<file path="src/rtl/reg_file_pkg.sv">
// Shared register-file definitions: default widths, bank size and the write-request record.
package reg_file_pkg;

    localparam int REG_DATA_WIDTH = 32;
    localparam int REG_ADDR_WIDTH = 5;
    localparam int NUM_REGS       = 2 ** REG_ADDR_WIDTH;

    typedef struct packed {
        logic [REG_ADDR_WIDTH-1:0] addr;
        logic [REG_DATA_WIDTH-1:0] data;
    } wr_req_t;

endpackage

</file>
<file path="src/rtl/reg_file_wr_fifo.sv">
// Synchronous FIFO buffering register write requests; synchronous active-high reset.
module reg_file_wr_fifo #(
    parameter int WIDTH = 37,
    parameter int DEPTH = 4,
    localparam int PW   = $clog2(DEPTH),
    localparam int CW   = PW + 1
) (
    input  logic             clk,
    input  logic             reset,
    input  logic             push,
    input  logic             pop,
    input  logic [WIDTH-1:0] wdata,
    output logic [WIDTH-1:0] rdata,
    output logic             full,
    output logic             empty,
    output logic [CW-1:0]    count
);

    logic [WIDTH-1:0] mem_r [DEPTH];
    logic [PW-1:0]    wr_ptr_r;
    logic [PW-1:0]    rd_ptr_r;
    logic [CW-1:0]    count_r;
    logic             push_s;
    logic             pop_s;

    assign full   = (count_r == CW'(DEPTH));
    assign empty  = (count_r == {CW{1'b0}});
    assign count  = count_r;
    assign rdata  = mem_r[rd_ptr_r];
    assign push_s = push & ~full;
    assign pop_s  = pop & ~empty;

    // Storage array; contents need no reset because occupancy guards every read.
    always_ff @(posedge clk) begin
        if (push_s) begin
            mem_r[wr_ptr_r] <= wdata;
        end
    end

    // Pointers wrap naturally since DEPTH is a power of two.
    always_ff @(posedge clk) begin
        if (reset) begin
            wr_ptr_r <= {PW{1'b0}};
            rd_ptr_r <= {PW{1'b0}};
        end else begin
            wr_ptr_r <= push_s ? wr_ptr_r + PW'(1) : wr_ptr_r;
            rd_ptr_r <= pop_s  ? rd_ptr_r + PW'(1) : rd_ptr_r;
        end
    end

    // Occupancy counter; simultaneous push and pop leaves it unchanged.
    always_ff @(posedge clk) begin
        if (reset) begin
            count_r <= {CW{1'b0}};
        end else begin
            case ({push_s, pop_s})
                2'b10:   count_r <= count_r + CW'(1);
                2'b01:   count_r <= count_r - CW'(1);
                default: count_r <= count_r;
            endcase
        end
    end

endmodule

</file>
<file path="src/rtl/reg_file_wr_ctrl.sv">
// Register-file write-port controller: FIFO-buffered requests drained into a registered
// one-hot enable and shared data bus. Optional same-cycle bypass: REG_FILE_WR_BYPASS_EN.
module reg_file_wr_ctrl
    import reg_file_pkg::*;
#(
    parameter int DATA_WIDTH = REG_DATA_WIDTH,
    parameter int ADDR_WIDTH = REG_ADDR_WIDTH,
    parameter int DEPTH      = 4,
    parameter int ZERO_REG   = 1,
    localparam int NREG      = 2 ** ADDR_WIDTH,
    localparam int CW        = $clog2(DEPTH) + 1
) (
    input  logic                  clk,
    input  logic                  reset,
    input  logic                  wr_valid,
    output logic                  wr_ready,
    input  logic [ADDR_WIDTH-1:0] wr_addr,
    input  logic [DATA_WIDTH-1:0] wr_data,
    input  logic                  hold,
    output logic [NREG-1:0]       reg_en,
    output logic [DATA_WIDTH-1:0] reg_d,
    output logic [CW-1:0]         wr_count
);

    localparam int EW = ADDR_WIDTH + DATA_WIDTH;

    logic [EW-1:0]         fifo_rdata_s;
    logic                  fifo_full_s;
    logic                  fifo_empty_s;
    logic                  fifo_push_s;
    logic                  push_s;
    logic                  pop_s;
    logic                  bypass_s;
    logic [ADDR_WIDTH-1:0] head_addr_s;
    logic [DATA_WIDTH-1:0] head_data_s;
    logic [NREG-1:0]       en_nxt_s;
    logic [DATA_WIDTH-1:0] d_nxt_s;
    logic [NREG-1:0]       reg_en_r;
    logic [DATA_WIDTH-1:0] reg_d_r;

    function automatic logic [NREG-1:0] decode(input logic [ADDR_WIDTH-1:0] addr);
        logic [NREG-1:0] v;
        v = {NREG{1'b0}};
        if ((ZERO_REG != 0) && (addr == {ADDR_WIDTH{1'b0}})) begin
            v = {NREG{1'b0}};
        end else begin
            v[addr] = 1'b1;
        end
        return v;
    endfunction

    // Readiness ignores a same-cycle pop, so a full FIFO never pushes through.
    assign wr_ready    = ~reset & ~fifo_full_s;
    assign push_s      = wr_valid & wr_ready;
    assign pop_s       = ~fifo_empty_s & ~hold;
    assign head_addr_s = fifo_rdata_s[DATA_WIDTH +: ADDR_WIDTH];
    assign head_data_s = fifo_rdata_s[DATA_WIDTH-1:0];

`ifdef REG_FILE_WR_BYPASS_EN
    assign bypass_s    = push_s & fifo_empty_s & ~hold;
`else
    assign bypass_s    = 1'b0;
`endif
    assign fifo_push_s = push_s & ~bypass_s;

    reg_file_wr_fifo #(
        .WIDTH (EW),
        .DEPTH (DEPTH)
    ) u_fifo (
        .clk   (clk),
        .reset (reset),
        .push  (fifo_push_s),
        .pop   (pop_s),
        .wdata ({wr_addr, wr_data}),
        .rdata (fifo_rdata_s),
        .full  (fifo_full_s),
        .empty (fifo_empty_s),
        .count (wr_count)
    );

    // Next enable/data: pop and bypass are exclusive because bypass needs an empty FIFO.
    always_comb begin
        en_nxt_s = {NREG{1'b0}};
        d_nxt_s  = reg_d_r;
        if (pop_s) begin
            en_nxt_s = decode(head_addr_s);
            d_nxt_s  = head_data_s;
        end else if (bypass_s) begin
            en_nxt_s = decode(wr_addr);
            d_nxt_s  = wr_data;
        end else begin
            en_nxt_s = {NREG{1'b0}};
            d_nxt_s  = reg_d_r;
        end
    end

    // Output registers feeding the bank's enable and D inputs.
    always_ff @(posedge clk) begin
        if (reset) begin
            reg_en_r <= {NREG{1'b0}};
            reg_d_r  <= {DATA_WIDTH{1'b0}};
        end else begin
            reg_en_r <= en_nxt_s;
            reg_d_r  <= d_nxt_s;
        end
    end

    assign reg_en = reg_en_r;
    assign reg_d  = reg_d_r;

endmodule

</file>
<file path="config.mk">
export PLATFORM = sky130hd
export DESIGN_NAME = reg_file_wr_ctrl
export DESIGN_NICKNAME = d
export VERILOG_FILES = /design/src/rtl/reg_file_pkg.sv /design/src/rtl/reg_file_wr_fifo.sv /design/src/rtl/reg_file_wr_ctrl.sv
export SDC_FILE = /design/constraint.sdc
export NUM_CORES = 1
export LEC_CHECK = 0
export CAP_MARGIN = 10
export CELL_PAD_IN_SITES_DETAIL_PLACEMENT = 2
export CELL_PAD_IN_SITES_GLOBAL_PLACEMENT = 2
export CORE_MARGIN = 4
export CORE_UTILIZATION = 45
export CTS_CLUSTER_DIAMETER = 30
export CTS_CLUSTER_SIZE = 20
export DETAILED_ROUTE_END_ITERATION = 16
export DONT_BUFFER_PORTS = 1
export HOLD_SLACK_MARGIN = 0.15
export PLACE_DENSITY = 0.87
export SLEW_MARGIN = 20
export SYNTH_ARGS = -nofsm -noshare
export SYNTH_HDL_FRONTEND = slang
export SYNTH_SLANG_ARGS = --single-unit
</file>
<file path="constraint.sdc">
create_clock -name clk -period 3.2 [get_ports clk]
set_input_delay 0.64 -clock clk [delete_from_list [all_inputs] [get_ports clk]]
set_output_delay 0.64 -clock clk [all_outputs]
set_load 0.01 [all_outputs]
</file>
Yosys cells after proc, flatten, opt, wreduce, memory -nomap -nowiden
Memory sizes are Yosys's and may differ from the RTL's. A register that Yosys moved wholly into a read port is not among the register bits.
Cells that the tools add are included.

word-level totals
  memories = 1
  RAM bits = 148
  output and inout port bits = 68
  input bits = 41
  logic and storage cells = 37
  register bits after elaboration = 71

operators by class
  equality and inequality tests = 3
  muxes and demuxes = 7
  bitwise gates (word level) = 10
  order comparisons = 2
  reductions and logical operators = 5
  $add $sub $neg = 4

memory list
  memory        depth  width  rd ports  clocked after Yosys merged registers in  wr ports  RTL line                text
  u_fifo.mem_r  4      37     1         1                                        1         reg_file_wr_fifo.sv:19  logic [WIDTH-1:0] mem_r [DEPTH];

operators by type and width
  operator               number
  $lt A5 B6 Y1 const B   1
  $pmux W3 S2            1
  $and A1 B1 Y1          5
  $demux W1 S5           1
  $ge A5 B1 Y1 const B   1
  $logic_not A5 Y1       1
  $not A1 Y1             5
  $add A2 B1 Y2 const B  2
  $mux W2                2
  $add A3 B1 Y3 const B  1
  $eq A3 B3 Y1 const B   1
  $logic_not A3 Y1       1
  $mux W1                3
  $reduce_or A3 Y1       1
  $sub A3 B1 Y3 const B  1
  $eq A2 B1 Y1 const B   1
  $eq A2 B2 Y1 const B   1
  $reduce_bool A2 Y1     1
  $logic_and A1 B1 Y1    1

Logic depth before layout (Yosys ltp)
Gate-level depths: netlist (run 1).

  depth in word-level cells = 7
  depth in mapped cells = 9

By module
Synthesis (run 1) repeated with hierarchy kept, for this count alone.

second synthesis, totals
  cell total of the unflattened synthesis = 480
  area, all modules = 8,219.1 µm²

by module, submodules not included
  module            cells each  times used  area an instance (µm²)
  reg_file_wr_fifo  247         1           5,866.9
  reg_file_wr_ctrl  233         1           2,352.3

Worst setup path before layout (run 1)
Ideal clock, no wire load.

  path type = input to register
  start = in reset
  end = mem u_fifo.mem_r[0][0], enable pin
  library setup time = 0.398 ns
  arrival = 2.162 ns
  buffers on the path = 1
  slack = 0.641 ns
  data required time = 2.802 ns
  stages on the path = 3
  cells stage by stage = clkbuf_1 nor3_1 and2_1

between the ends
  longest elaborated chain between the ends = 6

RTL lines
  element                        RTL line                text
  start: declaration             reg_file_wr_ctrl.sv:14  input logic reset,
  $not A1 Y1                     reg_file_wr_ctrl.sv:53  assign wr_ready = ~reset & ~fifo_full_s;
  $and A1 B1 Y1                  reg_file_wr_ctrl.sv:53
  $and A1 B1 Y1                  reg_file_wr_ctrl.sv:54  assign push_s = wr_valid & wr_ready;
  $and A1 B1 Y1                  reg_file_wr_fifo.sv:30  assign push_s = push & ~full;
  $mux W1                        reg_file_wr_fifo.sv:35  if (push_s) begin
  $mux W1 (not written as such)  reg_file_wr_fifo.sv:36  mem_r[wr_ptr_r] <= wdata;
  end: declaration               reg_file_wr_fifo.sv:19

No other way between the ends.

Worst setup path after layout (run 1)
  start = reg u_fifo.count_r[2] (netlist: u_fifo.count[2])
  end = reg u_fifo.count_r[2] (netlist: u_fifo.count[2])

between the ends
  longest elaborated chain between the ends = 7
  elaborated cells on any way between the ends = 15
  those cells by class = 2 x add/sub; 3 x eq/ne; 1 x mux; 7 x bitwise; 2 x reduce/logical

RTL lines
  element                                            RTL line                                        text
  start: declaration                                 reg_file_wr_fifo.sv:22                          logic [CW-1:0] count_r;
  start signal: assignment                           reg_file_wr_fifo.sv:54                          count_r <= {CW{1'b0}};
  start signal: assignment                           reg_file_wr_fifo.sv:57                          2'b10: count_r <= count_r + CW'(1);
  start signal: assignment                           reg_file_wr_fifo.sv:58                          2'b01: count_r <= count_r - CW'(1);
  $eq A3 B3 Y1                                       reg_file_wr_fifo.sv:26                          assign full = (count_r == CW'(DEPTH));
  $not A1 Y1                                         reg_file_wr_fifo.sv:30, reg_file_wr_ctrl.sv:53
  $and A1 B1 Y1                                      reg_file_wr_ctrl.sv:53
  $and A1 B1 Y1                                      reg_file_wr_ctrl.sv:54
  $and A1 B1 Y1                                      reg_file_wr_fifo.sv:30
  $eq A2 B1 Y1 or $eq A2 B2 Y1 (tied branches)       reg_file_wr_fifo.sv:56                          case ({push_s, pop_s})
  $pmux W3 S2 or $reduce_bool A2 Y1 (tied branches)  --

Several ways; a longest one is shown, not always the timed one.
A chain may end at the register's enable or synchronous reset.

==> out/qor.txt, run 1 <==
Wire length on met2: 11.50 mm
Clk slew on worst S/H paths: 0.05 ns
Status: finished, final reports clean
Mapped Nets: 525
WL met3: 1.505 mm
Final Setup Violations: 0
Slew Viols, Final: 0
Fin crit share: 89.53%
Peak Freq: 349.0 MHz
Initial antenna violation count: 0
Fin nets: 546
Vias: 4355
Placeable core area: 0.01730 sq mm
Global-route wire length before repair: 33.49 mm
Post-route DRC: 0
DR iter-0 viols: 245
Vias in the first global route: 5116
Site row count: 48
Placed insts: 677
Port Buffers: 0
Clk_lat worst skew: 0.53 ns
Post-synthesis sequential area ratio: 74.35%
Warning count from the yosys run: 0
Slew @ Worst Pin: 0.7677 ns
Post-cts sizing count: 0
DR vias/cell: 5.723
Reg area: 0.005908 sq mm
Multi-input logic area: 0.001858 sq mm
RSZ-0062 raised after global routing: no
P_leak: 3.177 nW
Req. time, crit path: 3.63 ns
Fillers: 1490
Clock sink count: 221
Post-synth EDFFs: 148
Largest net degree at the start of global routing: 47
Clk_skew: 0.01777 ns
Die H: 140.9 microns
Synth Register Bits: 221
GRT overflow: 0
Mapped Cells: 478
All-Layer GR Usage: 22.52%
# Post-CTS Setup Buffers: 0
Total Routed Length: 21.83 mm
CP arrival: 3.29 ns
Drt first pass iters: 4
Hpwl dp: 12.24 mm
Chip width: 140.9 microns
Ratio of cells with drive above 1 in the final layout: 25.75%
Routed Antenna Nets: 0
Type of the tightest min-delay check: in2reg
Peak fanout along the critical path: 6
CP Launch Type: register
WL/cell: 28.69 microns
CTS Hold Bufs: 0
Root Driver: clkbuf_16
Max Cap Viol: 0
Min Clock Period, post-route: 2.865 ns
Slew HR: 48.82%
Post-synth cell types: 29
Final design utilization: 56.25%
Cell Count, Final, Fillers Out: 761
Syn avg cell area: 16.62 sq um
Async SR Flop Fraction: 0%
Main synth FF type: edfxtp_1
Clock tree buffer depth: 3
Hold path start: reset
Total Power: 9.602 mW
Critical R2R Launch: u_fifo.count[2]
I/O pin cnt: 109
DIE AREA: 0.01984 sq mm
Worst IR Drop VDD: 0.0005644 V
CTS Buf Count: 45
Crit path capture type: register
Post-Route Setup TNS: 0 ns
Initial core utilization: 45.92%
Beginning of the critical path: u_fifo.count[2]
Met1 Wirelength: 8.349 mm
Netlist Area Pre-Place: 0.007943 sq mm
CTS tree: yes
Highest metal used: met4
Critical path type: reg2reg
P&R area growth vs syn: 22.50%
H-Tree Depth: 2
Final hold vios: 0
Power Dens Cells: 986.9 mW/mm^2
Gpl congestion: 0.7224
ANT cells: 0
-- registers in the layout (all words and copies together) (netlist names), named ones only --
signal	count
reg_en	32
reg_d	32
u_fifo.rd_ptr_r	2
u_fifo.wr_ptr_r	2
u_fifo.mem_r	148
u_fifo.count	3
-- synthesized netlist by cell type, types with 2 or more instances --
cell	n	area share (%)
buf_1	5	0.24
buf_2	4	0.25
or4_1	3	0.28
and2_1	4	0.32
or2_2	2	0.16
nand3_1	33	2.1
nor3_1	23	1.4
mux4_2	37	10
dfxtp_1	73	18
clkbuf_1	25	1.2
nand2_1	2	0.095
or3_1	2	0.16
xor2_1	2	0.22
o21ai_0	34	2.1
edfxtp_1	148	56
nand2b_1	4	0.32
inv_1	8	0.38
o31ai_1	2	0.19
a21oi_1	38	2.4
nor2_1	6	0.28
nor3_2	10	1.3
buf_6	2	0.28
ha_1	5	0.79
-- final timing paths --
| kind | slack, ns | cells past startpoint | endpoint |
|---|---|---|---|
| max | 0.33 | 9 | u_fifo.count[2] |
| min | 0.19 | 1 | reg_d[15] |
| max reg2reg | 0.33 | 9 | u_fifo.count[2] |
| min reg2reg | 0.51 | 2 | register |
-- metrics by stage --
stage	hold slack, ns	setup WS (ns)	instance area (sq um)
floorplan	0.4529	0.6407	7943
global placement	0.4459	0.8366	8157
detailed placement	0.5143	0.3805	8157
CTS	0.1634	0.2836	9729
global route	0.1606	0.1345	9729
finish	0.1907	0.3349	9729
-- cell usage in the layout, fill, tap and decap left out, drive strengths merged, types with 7 or more instances in the layout --
cell and instances:
dfxtp 73, mux4 37, buf 10, bufinv 7, nand3 33, o21ai 34
clkinv 17, a21oi 38, nor3 33, inv 12, clkbuf 54, edfxtp 148
-- layout make-up --
type,instances,share of cell area (%)
multi-input cells,212,19.10
repair buffers,10,0.7716
well taps,225,2.894
clock buffers,54,12.24
flip-flops and latches,221,60.73
inverters,9,0.3472
clock inverters,30,3.922
-- per-layer routing --
metal / global-route usage [%] / vias to the layer above
met5: 0 / -
met4: 6.833 / 0
met3: 6.886 / 38
met2: 39.74 / 145
met1: 26.51 / 2277
li1: - / 1895
-- worst max-delay path, cell delays in order (launching register included) --
cell and delay, ns:
dfxtp_1 0.51, nor3b_1 0.53, nor3_1 0.24, inv_1 0.12, ha_1 0.20, inv_1 0.07
fa_1 0.38, xor2_1 0.18, or3_1 0.33, a21oi_1 0.20
-- cells by family after synthesis --
logic type / share of synthesized area (%)
and+or+nand+nor: 6.600
DFF: 74.35
other: 0.04721
xor gates and xnor gates: 0.2206
muxes: 10.63
buffers and inverters: 2.379
AOI/OAI and AO/OA: 4.726
adders and majority gates: 1.040
-- report_power, final --
group	leakage, nW	internal (mW)	switching (mW)	total [mW]
logic	0.483	0.459	0.840	1.30
registers	1.94	3.27	0.215	3.49
clock network	0.758	3.24	1.57	4.81
(Power assumes the default switching activity.)
==> run 2, diff against run 1 <==
Settings changed: PLACE_DENSITY 0.87 to 0.79.
==> run 2 against run 1 <==
Effect of this change:
- critical path type unchanged
- largest power group unchanged
- non-clock buffer count did not move
- die area unchanged
- sequential power about the same
- critical endpoint unchanged
- clock power decreased by 8.3%
==> out/qor.txt, run 2 (synthesis results as in run 1) <==
Slew HR: 44.99%
CTS tree: yes
Clock sink count: 221
Chip width: 140.9 microns
Post-Route Setup TNS: 0 ns
RSZ-0062 raised after global routing: no
All-Layer GR Usage: 22.11%
Power Dens Cells: 954.9 mW/mm^2
Clk_skew: 0.01626 ns
Hold WS: 0.2026 ns
FF-to-FF setup slack: 0.53 ns
Drt first pass iters: 4
Peak Freq: 374.6 MHz
R2R depth: 9
Biggest register: u_fifo.mem_r
Largest register FFs: 148
Fin crit share: 83.41%
Fillers: 1476
Critical path type: reg2reg
H-Tree Depth: 2
DR iter-0 viols: 278
Vias in the first global route: 4971
Final Setup Violations: 0
Slew @ Worst Pin: 0.8188 ns
CTS Buf Count: 43
Clk slew on worst S/H paths: 0.05 ns
Critical Path Max Stage Delay: 0.46 ns
ANT cells: 0
Clock tree buffer depth: 3
Total Routed Length: 21.44 mm
Crit path capture type: register
Commonest non-fill, non-tap cell in the layout: edfxtp_1
Req. time, crit path: 3.63 ns
Hold path start: reset
CTS Hold Bufs: 0
WL/cell: 28.39 microns
Critical R2R Launch: u_fifo.count[2]
Status: finished, final reports clean
Site row count: 48
RR Endpoint: u_fifo.count[2]
CP cell instances: nor3b_1 -> nor3_1 -> inv_1 -> ha_1 -> inv_1 -> fa_1 -> xor2_1 -> or3_1 -> a21oi_1
Initial antenna violation count: 0
Largest net degree at the start of global routing: 47
Final hold vios: 0
Fin nets: 544
Root Driver: clkbuf_16
Vias: 4370
Routed Antenna Nets: 0
Hpwl dp: 12.40 mm
Crit path buf inv count: 2
Post-cts sizing count: 0
CP arrival: 3.10 ns
Global-route wire length before repair: 32.95 mm
Slowest CP cell: dfxtp_1
Port Buffers: 0
Type of the tightest min-delay check: in2reg
Crit path max-delay family: simple AND/OR/NAND/NOR gates
GRT overflow: 0
Min Clock Period, post-route: 2.669 ns
Slew Viols, Final: 0
Ratio of cells with drive above 1 in the final layout: 25.66%
Most frequent cells in the layout: edfxtp_1, dfxtp_1, clkbuf_16, a21oi_1, mux4_2
Peak fanout along the critical path: 6
CP Launch Type: register
I/O pin cnt: 109
P_leak: 3.117 nW
DR vias/cell: 5.788
DIE AREA: 0.01984 sq mm
CP dominant cell by count: inv_1
P&R area growth vs syn: 21.28%
Worst IR Drop VDD: 0.0005320 V
Placeable core area: 0.01730 sq mm
Hold endpoint: reg_d[19]
Max Cap Viol: 0
Post-route DRC: 0
Min-Delay Path Depth: 1
Die H: 140.9 microns
Clk_lat worst skew: 0.52 ns
Gpl congestion: 0.7470
# Post-CTS Setup Buffers: 0
Initial core utilization: 45.92%
## run 2: cell types whose count changed in the layout (fill, tap and decap cells not counted), sizes merged
cell      change
bufinv        -3
clkbuf        +1
clkinvlp      +2
clkinv        -6
## run 2: power breakdown
group | internal, mW | leakage [nW] | switching, mW
Clock | 2.93 | 0.686 | 1.48
Sequential | 3.27 | 1.94 | 0.210
Combinational | 0.469 | 0.494 | 0.841
## run 2: final cells by class
class                           instances  area, sq um  share of cell area (%)
Clock inverter                         23        244.0                   2.533
Multi-Input combinational cell        212         1859                   19.30
Sequential cell                       221         5908                   61.33
Clock buffer                           55         1181                   12.26
Tap cell                              225        281.5                   2.922
Inverter                                9        33.78                  0.3507
Timing Repair Buffer                   10        125.1                   1.299
## run 2: worst max path at each step
| stage | cells past startpoint | slack (ns) | end | from |
|---|---|---|---|---|
| global route | 9 | 0.35 | u_fifo.count[2] | u_fifo.count[2] |
| floorplan | 3 | 0.64 | u_fifo.mem_r[0][0] | reset |
| finish | 9 | 0.53 | u_fifo.count[2] | u_fifo.count[2] |
| CTS | 9 | 0.54 | u_fifo.count[2] | u_fifo.count[2] |
| global placement | 9 | 0.83 | u_fifo.count[2] | wr_valid |
| detailed placement | 9 | 0.59 | u_fifo.count[2] | u_fifo.count[2] |
## run 2: routing by layer
metal,routed length (microns),share of wire [%],vias up,GRT usage (%)
met2,11040,51,153,37.83
met5,0,0,-,0
li1,-,-,1884,-
met3,1335,6.2,29,6.309
met4,343,1.6,0,5.864
met1,8720,41,2304,27.76
## run 2: stage by stage
stage	area, sq um	worst slack, ns	power (mW)	util (%)	std cells
2_1_floorplan	7943	0.6407	4.416	-	478
3_3_place_gp	8208	0.8270	4.712	47.45	677
3_5_place_dp	8208	0.5923	4.821	47.45	677
4_1_cts	9633	0.5416	9.290	55.69	755
5_1_grt	9633	0.3509	9.599	55.69	755
6_report	9633	0.5307	9.199	55.69	755
==> run 3, diff against run 2 <==
Clock period 3.2 ns to 2.5 ns, I/O delays scaled along.
==> run 3 against run 2 <==
Effect of this change:
- sequential share of layout area down 1.8 points
- combinational power up 37%
- cell count up 5.0%
- register-to-register slack worse by 0.37 ns
- critical path depth unchanged
- highest routed layer unchanged
==> out/qor.txt, run 3 (synthesis results as in run 1) <==
Status: finished, final reports clean
GRT Max-Usage Layer: met2
Final Setup Violations: 0
Setup WS pre-CTS: -0.01133 ns
Initial antenna violation count: 0
Clk slew on worst S/H paths: 0.04 ns
Type of the tightest min-delay check: in2reg
Port Buffers: 0
Die H: 140.9 microns
P&R area growth vs syn: 25.02%
Site row count: 48
R2R depth: 9
Crit path capture type: register
Slew Viols, Final: 0
DR vias/cell: 5.695
Routed Antenna Nets: 0
Met3 track demand over resource: 6.445%
Total Routed Length: 20.97 mm
RR Endpoint: u_fifo.count[2]
Critical R2R Launch: u_fifo.count[1]
Slew @ Worst Pin: 0.7252 ns
Final hold vios: 0
Placeable core area: 0.01730 sq mm
H-Tree Depth: 2
Ratio of cells with drive above 1 in the final layout: 23.77%
Cell Count, Final, Fillers Out: 793
Largest register FFs: 148
Root Driver: clkbuf_16
I/O pin cnt: 109
Min Clock Period, post-route: 2.342 ns
Clk_lat worst skew: 0.52 ns
DR iter-0 viols: 229
Fillers: 1470
P_leak: 3.255 nW
Vias in the first global route: 5154
Chip width: 140.9 microns
Fin crit share: 93.67%
DIE AREA: 0.01984 sq mm
Placed insts: 681
Slew HR: 51.40%
Min-Delay Path Depth: 2
Max Cap Viol: 0
Clk_skew: 0.01231 ns
Peak fanout along the critical path: 6
Clock sink count: 221
Final design utilization: 57.41%
Power Dens Cells: 1151 mW/mm^2
CP arrival: 2.77 ns
Met2 Usage GRT: 37.88%
Met1 GRT Util: 24.96%
WL/cell: 26.44 microns
Peak Freq: 427.0 MHz
ANT cells: 0
Biggest register: u_fifo.mem_r
Global-route wire length before repair: 32.11 mm
Vias: 4516
Worst IR Drop VDD: 0.0009443 V
CTS Buf Count: 40
Post-route DRC: 0
Commonest non-fill, non-tap cell in the layout: edfxtp_1
Hold path start: hold
Min setup slack post-route: 0.1582 ns
CTS tree: yes
FF-to-FF setup slack: 0.16 ns
Req. time, crit path: 2.92 ns
GRT overflow: 0
All-Layer GR Usage: 21.58%
Clock tree buffer depth: 3
Gpl congestion: 0.7481
Drt first pass iters: 4
Largest net degree at the start of global routing: 40
Fin nets: 583
CP Launch Type: register
Critical path type: reg2reg
Initial core utilization: 45.92%
Most frequent cells in the layout: edfxtp_1, dfxtp_1, clkbuf_16, a21oi_1
Hpwl dp: 11.53 mm
## run 3: cell types whose count changed in the layout (fill, tap and decap cells not counted), sizes merged
| cell | before | now |
|---|---|---|
| buf | 10 | 15 |
| bufinv | 4 | 3 |
| dlygate4sd3 | 0 | 37 |
| inv | 12 | 10 |
| clkinvlp | 5 | 2 |
| clkinv | 11 | 13 |
## run 3: stage by stage
step / TNS [ns] / hold slack [ns] / total power, mW / cell area, sq um
floorplan: 0 / 0.4529 / 5.653 / 7943
global placement: 0 / 0.4474 / 6.055 / 8213
detailed placement: -0.01133 / 0.4640 / 6.187 / 8213
CTS: 0 / 0.1753 / 11.56 / 9918
global route: -0.02074 / 0.1994 / 11.95 / 9930
finish: 0 / 0.2098 / 11.43 / 9930
## run 3: cell type report
cell class                 count  area (sq um)  share of cell area (%)
multi-input combinational    212          1876                   18.89
sequential                   221          5908                   59.50
clock buffer                  55          1131                   11.39
tap                          225         281.5                   2.835
inverter                       9         33.78                  0.3402
clock inverter                19         178.9                   1.802
timing repair buffer          52         520.5                   5.242
## run 3: timing repair
item,CTS,global route
resized for setup,1,2
gates cloned,0,0
hold buffers,38,0
buffers inserted,0,0
endpoints found under the hold margin,188,0
endpoints found under the setup margin,1,2
## run 3: how the worst max path moves through the flow
stage                          from            endpoint  cells past startpoint
floorplan                     reset  u_fifo.mem_r[1][0]                      3
global route        u_fifo.count[1]     u_fifo.count[2]                      9
CTS                 u_fifo.count[1]     u_fifo.count[2]                      9
detailed placement  u_fifo.count[1]     u_fifo.count[2]                      9
finish              u_fifo.count[1]     u_fifo.count[2]                      9
global placement    u_fifo.count[1]     u_fifo.count[2]                      9
## run 3: where the power goes
group / switching [mW] / internal (mW) / leakage, nW
logic: 1.13 / 0.659 / 0.677
clock network: 1.74 / 3.46 / 0.642
registers: 0.255 / 4.19 / 1.94
total: 3.12 / 8.31 / 3.26
## run 3: metal layers
layer,part of all wire (%),vias to the layer above
li1,-,1974
met1,39,2358
met2,52,137
met3,6.5,47
met4,2.8,0
met5,0,-
## run 3: critical path, stage by stage (launching register included)
cell and delay [ns]:
dfxtp_1 0.41, nor3b_4 0.34, nor3_2 0.13, inv_1 0.07, ha_1 0.18, inv_1 0.08
fa_1 0.39, xor2_1 0.16, or3_1 0.30, a21oi_1 0.19
